### config.mk
export PLATFORM = sky130hd
export DESIGN_NAME = bin2bcd_seq
export DESIGN_NICKNAME = d
export VERILOG_FILES = /design/src/rtl/bin2bcd_seq.sv
export SDC_FILE = /design/constraint.sdc
export NUM_CORES = 1
export LEC_CHECK = 0
export CAP_MARGIN = 25
export CORE_ASPECT_RATIO = 2
export CORE_UTILIZATION = 30
export CTS_CLUSTER_DIAMETER = 100
export DETAILED_ROUTE_END_ITERATION = 8
export GPL_TIMING_DRIVEN = 0
export PLACE_DENSITY = 0.56
export SLEW_MARGIN = 20
export SYNTH_ARGS = -nofsm -noshare
export SYNTH_HDL_FRONTEND = slang
export SYNTH_SLANG_ARGS = --single-unit
export TNS_END_PERCENT = 10
### constraint.sdc
create_clock -name clk -period 1.4 [get_ports clk]
set_input_delay 0.28 -clock clk [delete_from_list [all_inputs] [get_ports clk]]
set_output_delay 0.28 -clock clk [all_outputs]
set_load 0.05 [all_outputs]
### src/rtl/bin2bcd_seq.sv
// rtl/bin2bcd_seq.sv - sequential 8-bit binary to two-digit BCD converter (double dabble)
// One conversion takes 8 shift cycles plus one DONE cycle; outputs hold until the next DONE.
module bin2bcd_seq #(
  parameter bit SAT_EN = 1'b1
) (
  input  logic       clk,
  input  logic       rst_n,
  input  logic       start,
  input  logic [7:0] bin,
  output logic       busy,
  output logic       done,
  output logic [3:0] tens,
  output logic [3:0] ones,
  output logic       ovf
);

  typedef enum logic [1:0] {IDLE, SHIFT, DONE} state_t;

  state_t      state;
  state_t      state_nxt;
  logic [7:0]  bin_reg;
  logic [11:0] scratch;
  logic [2:0]  cnt;
  logic [11:0] scratch_adj;
  logic [19:0] shifted;
  logic        last_step;
  logic [3:0]  hund_fin;

  function automatic logic [3:0] dabble(input logic [3:0] n);
    return (n >= 4'd5) ? n + 4'd3 : n;
  endfunction

  assign scratch_adj = {dabble(scratch[11:8]), dabble(scratch[7:4]), dabble(scratch[3:0])};
  assign shifted     = {scratch_adj, bin_reg} << 1;
  assign last_step   = (cnt == 3'd7);
  assign hund_fin    = shifted[19:16];

  assign busy = (state != IDLE);
  assign done = (state == DONE);

  always_ff @(posedge clk or negedge rst_n) begin
    if (!rst_n) begin
      state <= IDLE;
    end else begin
      state <= state_nxt;
    end
  end

  always_comb begin
    state_nxt = state;
    case (state)
      IDLE:    if (start) state_nxt = SHIFT;
      SHIFT:   if (last_step) state_nxt = DONE;
      DONE:    state_nxt = IDLE;
      default: state_nxt = IDLE;
    endcase
  end

  always_ff @(posedge clk or negedge rst_n) begin
    if (!rst_n) begin
      bin_reg <= '0;
      scratch <= '0;
      cnt     <= '0;
      tens    <= '0;
      ones    <= '0;
      ovf     <= 1'b0;
    end else begin
      case (state)
        IDLE: begin
          if (start) begin
            bin_reg <= bin;
            scratch <= '0;
            cnt     <= '0;
          end
        end
        SHIFT: begin
          {scratch, bin_reg} <= shifted;
          cnt                <= cnt + 3'd1;
          // Results are taken from the value this final step produces, not the stale register.
          if (last_step) begin
            ovf <= (hund_fin != 4'd0);
            if (SAT_EN && (hund_fin != 4'd0)) begin
              tens <= 4'd9;
              ones <= 4'd9;
            end else begin
              tens <= shifted[15:12];
              ones <= shifted[11:8];
            end
          end
        end
        default: ;
      endcase
    end
  end

endmodule

### Yosys cells after proc, flatten, opt, wreduce, memory -nomap -nowiden

Index checks and enable logic that the tools add are counted.

| storage, ports and cells | value |
|---|---|
| flip-flop bits (word level) | 34 |
| latch bits | 0 |
| memory bits (writable) | 0 |
| ROM bits | 0 |
| bits of input ports | 11 |
| output and inout port bits | 11 |
| logic and storage cells | 40 |
| memories kept | 0 |

| cells by class | value |
|---|---|
| add/sub/neg operators | 4 |
| multipliers | 0 |
| divide/modulo/power cells | 0 |
| magnitude comparators | 3 |
| eq/ne operators | 5 |
| shift operators | 0 |
| mux-type cells | 14 |
| bitwise logic cells | 0 |
| reductions and logical operators | 7 |

Operators by type and width:

| cell | number |
|---|---|
| $pmux W12 S2 | 1 |
| $mux W4 | 4 |
| $pmux W8 S2 | 1 |
| $ge A4 B3 Y1 const B | 3 |
| $mux W12 | 1 |
| $add A4 B2 Y4 const B | 2 |
| $mux W8 | 1 |
| $mux W3 | 2 |
| $pmux W3 S2 | 1 |
| $reduce_and A2 Y1 | 3 |
| $mux W2 | 2 |
| $ne A2 B2 Y1 const B | 2 |
| $pmux W2 S2 | 1 |
| $reduce_bool A2 Y1 | 2 |
| $reduce_bool A4 Y1 | 1 |
| $add A3 B1 Y3 const B | 1 |
| $add A3 B2 Y3 const B | 1 |
| $eq A3 B3 Y1 const B | 1 |
| $eq A2 B1 Y1 const B | 1 |
| $eq A2 B2 Y1 const B | 1 |
| $logic_not A2 Y1 | 1 |

### Depth between registers and ports, before layout

| depth | value |
|---|---|
| depth after elaboration | 4 |
| mapped depth | 7 |
| depth with buffers taken out | 7 |

### Least setup slack after synthesis

Ideal clock, no wire load.

| path | value |
|---|---|
| kind | register to output |
| from | register state[1] |
| to | output port done |
| arrival | 1,340 ps |
| data required time | 1,120 ps |
| path slack | -220 ps |
| stages on the path, launching flop included | 3 |
| buffers on the path | 1 |
| cells stage by stage | dfrtp_1 -> clkbuf_1 -> nor2b_1 |

| on the way | value |
|---|---|
| longest elaborated chain between the ends | 1 |

RTL lines:

| element | RTL line | RTL |
|---|---|---|
| from (decl) | 19 | `state_t state;` |
| from (signal assigned) | 45 | `state <= state_nxt;` |
| $eq A2 B2 Y1 | 39 | `assign done = (state == DONE);` |
| to (decl) | 11 | `output logic done,` |

No other way between the ends.

### Worst setup path after layout

| path | value |
|---|---|
| from | register scratch[4] |
| to | register tens[0] |

| on the way | value |
|---|---|
| longest elaborated chain between the ends | 4 |
| elaborated cells between the ends (all ways) | 5 |
| classes of those cells | add/sub: 1; order compare: 1; mux: 2; reduce/logical: 1 |

RTL lines:

| element | RTL line | RTL |
|---|---|---|
| from (decl) | 22 | `logic [11:0] scratch;` |
| from (signal assigned) | 77 | `{scratch, bin_reg} <= shifted;` |
| $add A4 B2 Y4 / $ge A4 B3 Y1 (equally long branches) | 30 | `return (n >= 4'd5) ? n + 4'd3 : n;` |
| $mux W4 * | 30 |  |
| $reduce_bool A4 Y1 * | 82 | `if (SAT_EN && (hund_fin != 4'd0)) begin` |
| $mux W4 * | 82 |  |
| to (signal assigned) | 86 | `tens <= shifted[15:12];` |
| to (decl) | 12 | `output logic [3:0] tens,` |

Every way passes the cells marked *; elsewhere a longest branch is shown, timed or not.
A chain may end at the register's enable or synchronous reset.

==> metrics.md <==
| Metric | Value |
|---|---|
| Final period utilization | `1.11` |
| Unrepaired setup endpoints after global routing | `true` |
| Multi-input gate area | `996 um^2` |
| Die ar. | `6120 um^2` |
| Flop pwr share | `0.287` |
| Setup ws final | `-0.154 ns` |
| Design area | `2460 um^2` |
| Final setup vio count | `13` |
| Post-placement cell count | `256` |
| First-pass GRT wire length | `~7 mm` |
| Kind of critical path | `register to register` |
| Slew HR | `0.727` |
| PortBufs | `21` |
| Starting Density | `0.315` |
| Die Width | `55.8 um` |
| Syn Inst Count | `174` |
| Clk slew on worst S/H paths | `0.07 ns` |
| Hold slack | `about 0.35 ns` |
| CTS Buf Count | `5` |
| Fillers | `558` |
| Antenna-violating nets left | `0` |
| Startpoint types | `register` |
| CP Max Fanout | `5` |
| RePlAce Congestion | `0.728` |
| Core area | `roughly 5500 um^2` |
| CTS tree | `done` |
| Initial antenna violation count | `0` |
| R2r setup slk | `-0.15 ns` |
| Drt pass-1 iters | `4` |
| Commonest non-fill, non-tap cells in the layout | `dfrtp_1 (33), nand2_1 (21), buf_4 (19)` |
| Worst vdd ir | `1.32 mV` |
| Class of the worst hold path | `input port to asynchronous set/reset pin` |
| Grt total ovfl | `0` |
| Max Slew Vio Count | `0` |
| Yosys Warn Count | `0` |
| Fmax | `643 MHz` |
| Max stage delay on crit path | `0.45 ns` |
| Number of remaining DRC errors | `0` |
| Fin cells | `280` |
| Die height | `110 um` |
| Crit. End Element | `register` |
| Sink Count | `34` |
| Final hold viol count | `0` |
| Routed wire per std cell | `between 10 and 15 um` |
| Fin util | `0.447` |
| Critical path data required time | `1.56 ns` |
| Final Skew | `approximately 0.0063 ns` |
| H-tree depth | `2` |
| CP Cell Sequence | `ha_4 -> nand2b_4 -> nor3b_1 -> a21oi_2 -> and3_4 -> a31oi_2` |
| R2r startpoint | `scratch[4]` |
| GRT Util Overall | `0.150` |
| R2R depth | `6` |
| Dpl cell area | `2040 um^2` |
| Final wirelength | `~4.1 mm` |
| Largest net degree at the start of global routing | `31` |
| HPWL Detailed | `2.78 mm` |
| Final nets | `240` |
| Post-synth cell types | `35` |
| Ys async rst share | `1.00` |
| Root Driver | `clkbuf_8` |
| Status | `finished, violations left` |
| Proportion of layout cells with a drive suffix above 1 | `0.382` |
| Vias | `between 1000 and 1500` |
| Failing checks | `setup timing` |
| Max-cap violations | `0` |
| Number of antenna diodes | `0` |
| P_int | `3.52 mW` |
| Row count | `38` |
| Seq/Total Area, Yosys | `0.489` |
| Yosys reg bits | `34` |
| Drt initial violations | `37` |
| Syn_nets | `193` |
| Worst-Margin Slew | `0.410 ns` |
| Mapped cell area | `1740 um^2` |
| Area Growth Syn to Fin | `41.7%` |
| Switching Share | `0.432` |
| Clk pwr share | `0.117` |
| Critical Path AT | `1.72 ns` |
| Final total power | `6.20 mW` |
| Synth Flop Type | `dfrtp_1` |
| Psw | `2.68 mW` |
| Worst path buffer plus inverter count | `0` |
| Setup TNS | `-1.22 ns` |
| Most common cell after layout, fill and taps aside | `dfrtp_1` |
| Seq. cell area | `between 800 and 900 um^2` |
| Worst-Skew Late Latency | `between 0.2 and 0.3 ns` |
| Mean area per synthesized cell | `10.0 um^2` |
| Post-synth EDFFs | `0` |
| Worst path top cell family by delay | `simple AND/OR/NAND/NOR gates` |
| Slowest CP cell | `dfrtp_2` |
| Io pins | `22` |
| Max reg flops | `12` |
| Via count of the first global-routing pass | `between 1500 and 2000` |
| Reg-to-reg endpoint | `tens[0]` |
| Comb pwr share | `0.595` |
| PwrDens | `2520 nW/um^2` |
| Max clock buf depth | `2` |
| LEAKAGE | `1.06 nW` |
| Dpl ws | `-0.631 ns` |
| Vias per inst | `5.11` |
| Tmin final | `around 1.6 ns` |
[Yosys cell counts (all sizes together), types with 3 or more instances]
library cell / n / area share
dfrtp: 34 / 0.49
o21ai: 26 / 0.079
nand2: 21 / 0.045
a21oi: 15 / 0.054
ha: 8 / 0.058
nor2: 8 / 0.017
nor2b: 8 / 0.029
a22o: 6 / 0.030
inv: 6 / 0.013
a22oi: 5 / 0.022
a31oi: 4 / 0.025
nand2b: 4 / 0.016
buf: 3 / 0.0086
clkbuf: 3 / 0.0065
nor3: 3 / 0.0086
nor3b: 3 / 0.013
xnor2: 3 / 0.019
[worst max path at each step]
stage | end | slack [ns] | depth (start not counted) | from
3_3_place_gp | tens[2] | -0.76 | 1 | rst_n
6_report | tens[0] | -0.15 | 6 | scratch[4]
3_5_place_dp | busy | -0.63 | 3 | state[0]
4_1_cts | tens[0] | -0.15 | 6 | scratch[8]
5_1_grt | tens[3] | -0.22 | 7 | scratch[9]
2_1_floorplan | tens[2] | -0.18 | 5 | scratch[4]
[area by class of cell]
cell class              instances  area share
multi-input cells             127       0.404
flip-flops and latches         34       0.346
repair buffers                 40       0.154
clock buffers                   6      0.0335
well taps                      60      0.0305
plain buffers                   6      0.0213
inverters                       7      0.0112
[timing repair]
item                                    4_1_cts  5_1_grt
hold buffers                                  1        0
cloned                                        0        0
endpoints found under the setup margin       38       27
setup buffers                                15        2
gates resized for setup                      86       13
endpoints found under the hold margin         4        0
pin swaps                                    14       11
[kinds of logic (layout without fill, tap and decap cells)]
family	after synthesis	count (layout)	share of synthesized area
AOI/OAI and AO/OA	59	59	0.225
xor gates and xnor gates	3	3	0.0194
adders and majority gates	8	8	0.0576
buffers and inverters	13	59	0.0302
DFF	34	34	0.489
muxes	3	3	0.0187
and+or+nand+nor	54	54	0.160
[power by group through the flow]
| stage | Combinational, mW | Sequential (mW) | Clock (mW) |
|---|---|---|---|
| finish | 3.69 | 1.78 | 0.728 |
| detailed placement | 2.80 | 1.79 | 0 |
| global route | 4.02 | 1.84 | 0.793 |
| floorplan | 1.64 | 2.14 | 0 |
| global placement | 2.75 | 1.78 | 0 |
| CTS | 3.60 | 1.78 | 0.740 |
[per-layer routing]
layer	routed length (um)	up-vias	global-route usage
li1	-	706	-
met1	1560	693	0.141
met2	2330	23	0.298
met3	95	10	0.0306
met4	117	0	0.0819
met5	0	-	0
(Power assumes the default switching activity.)
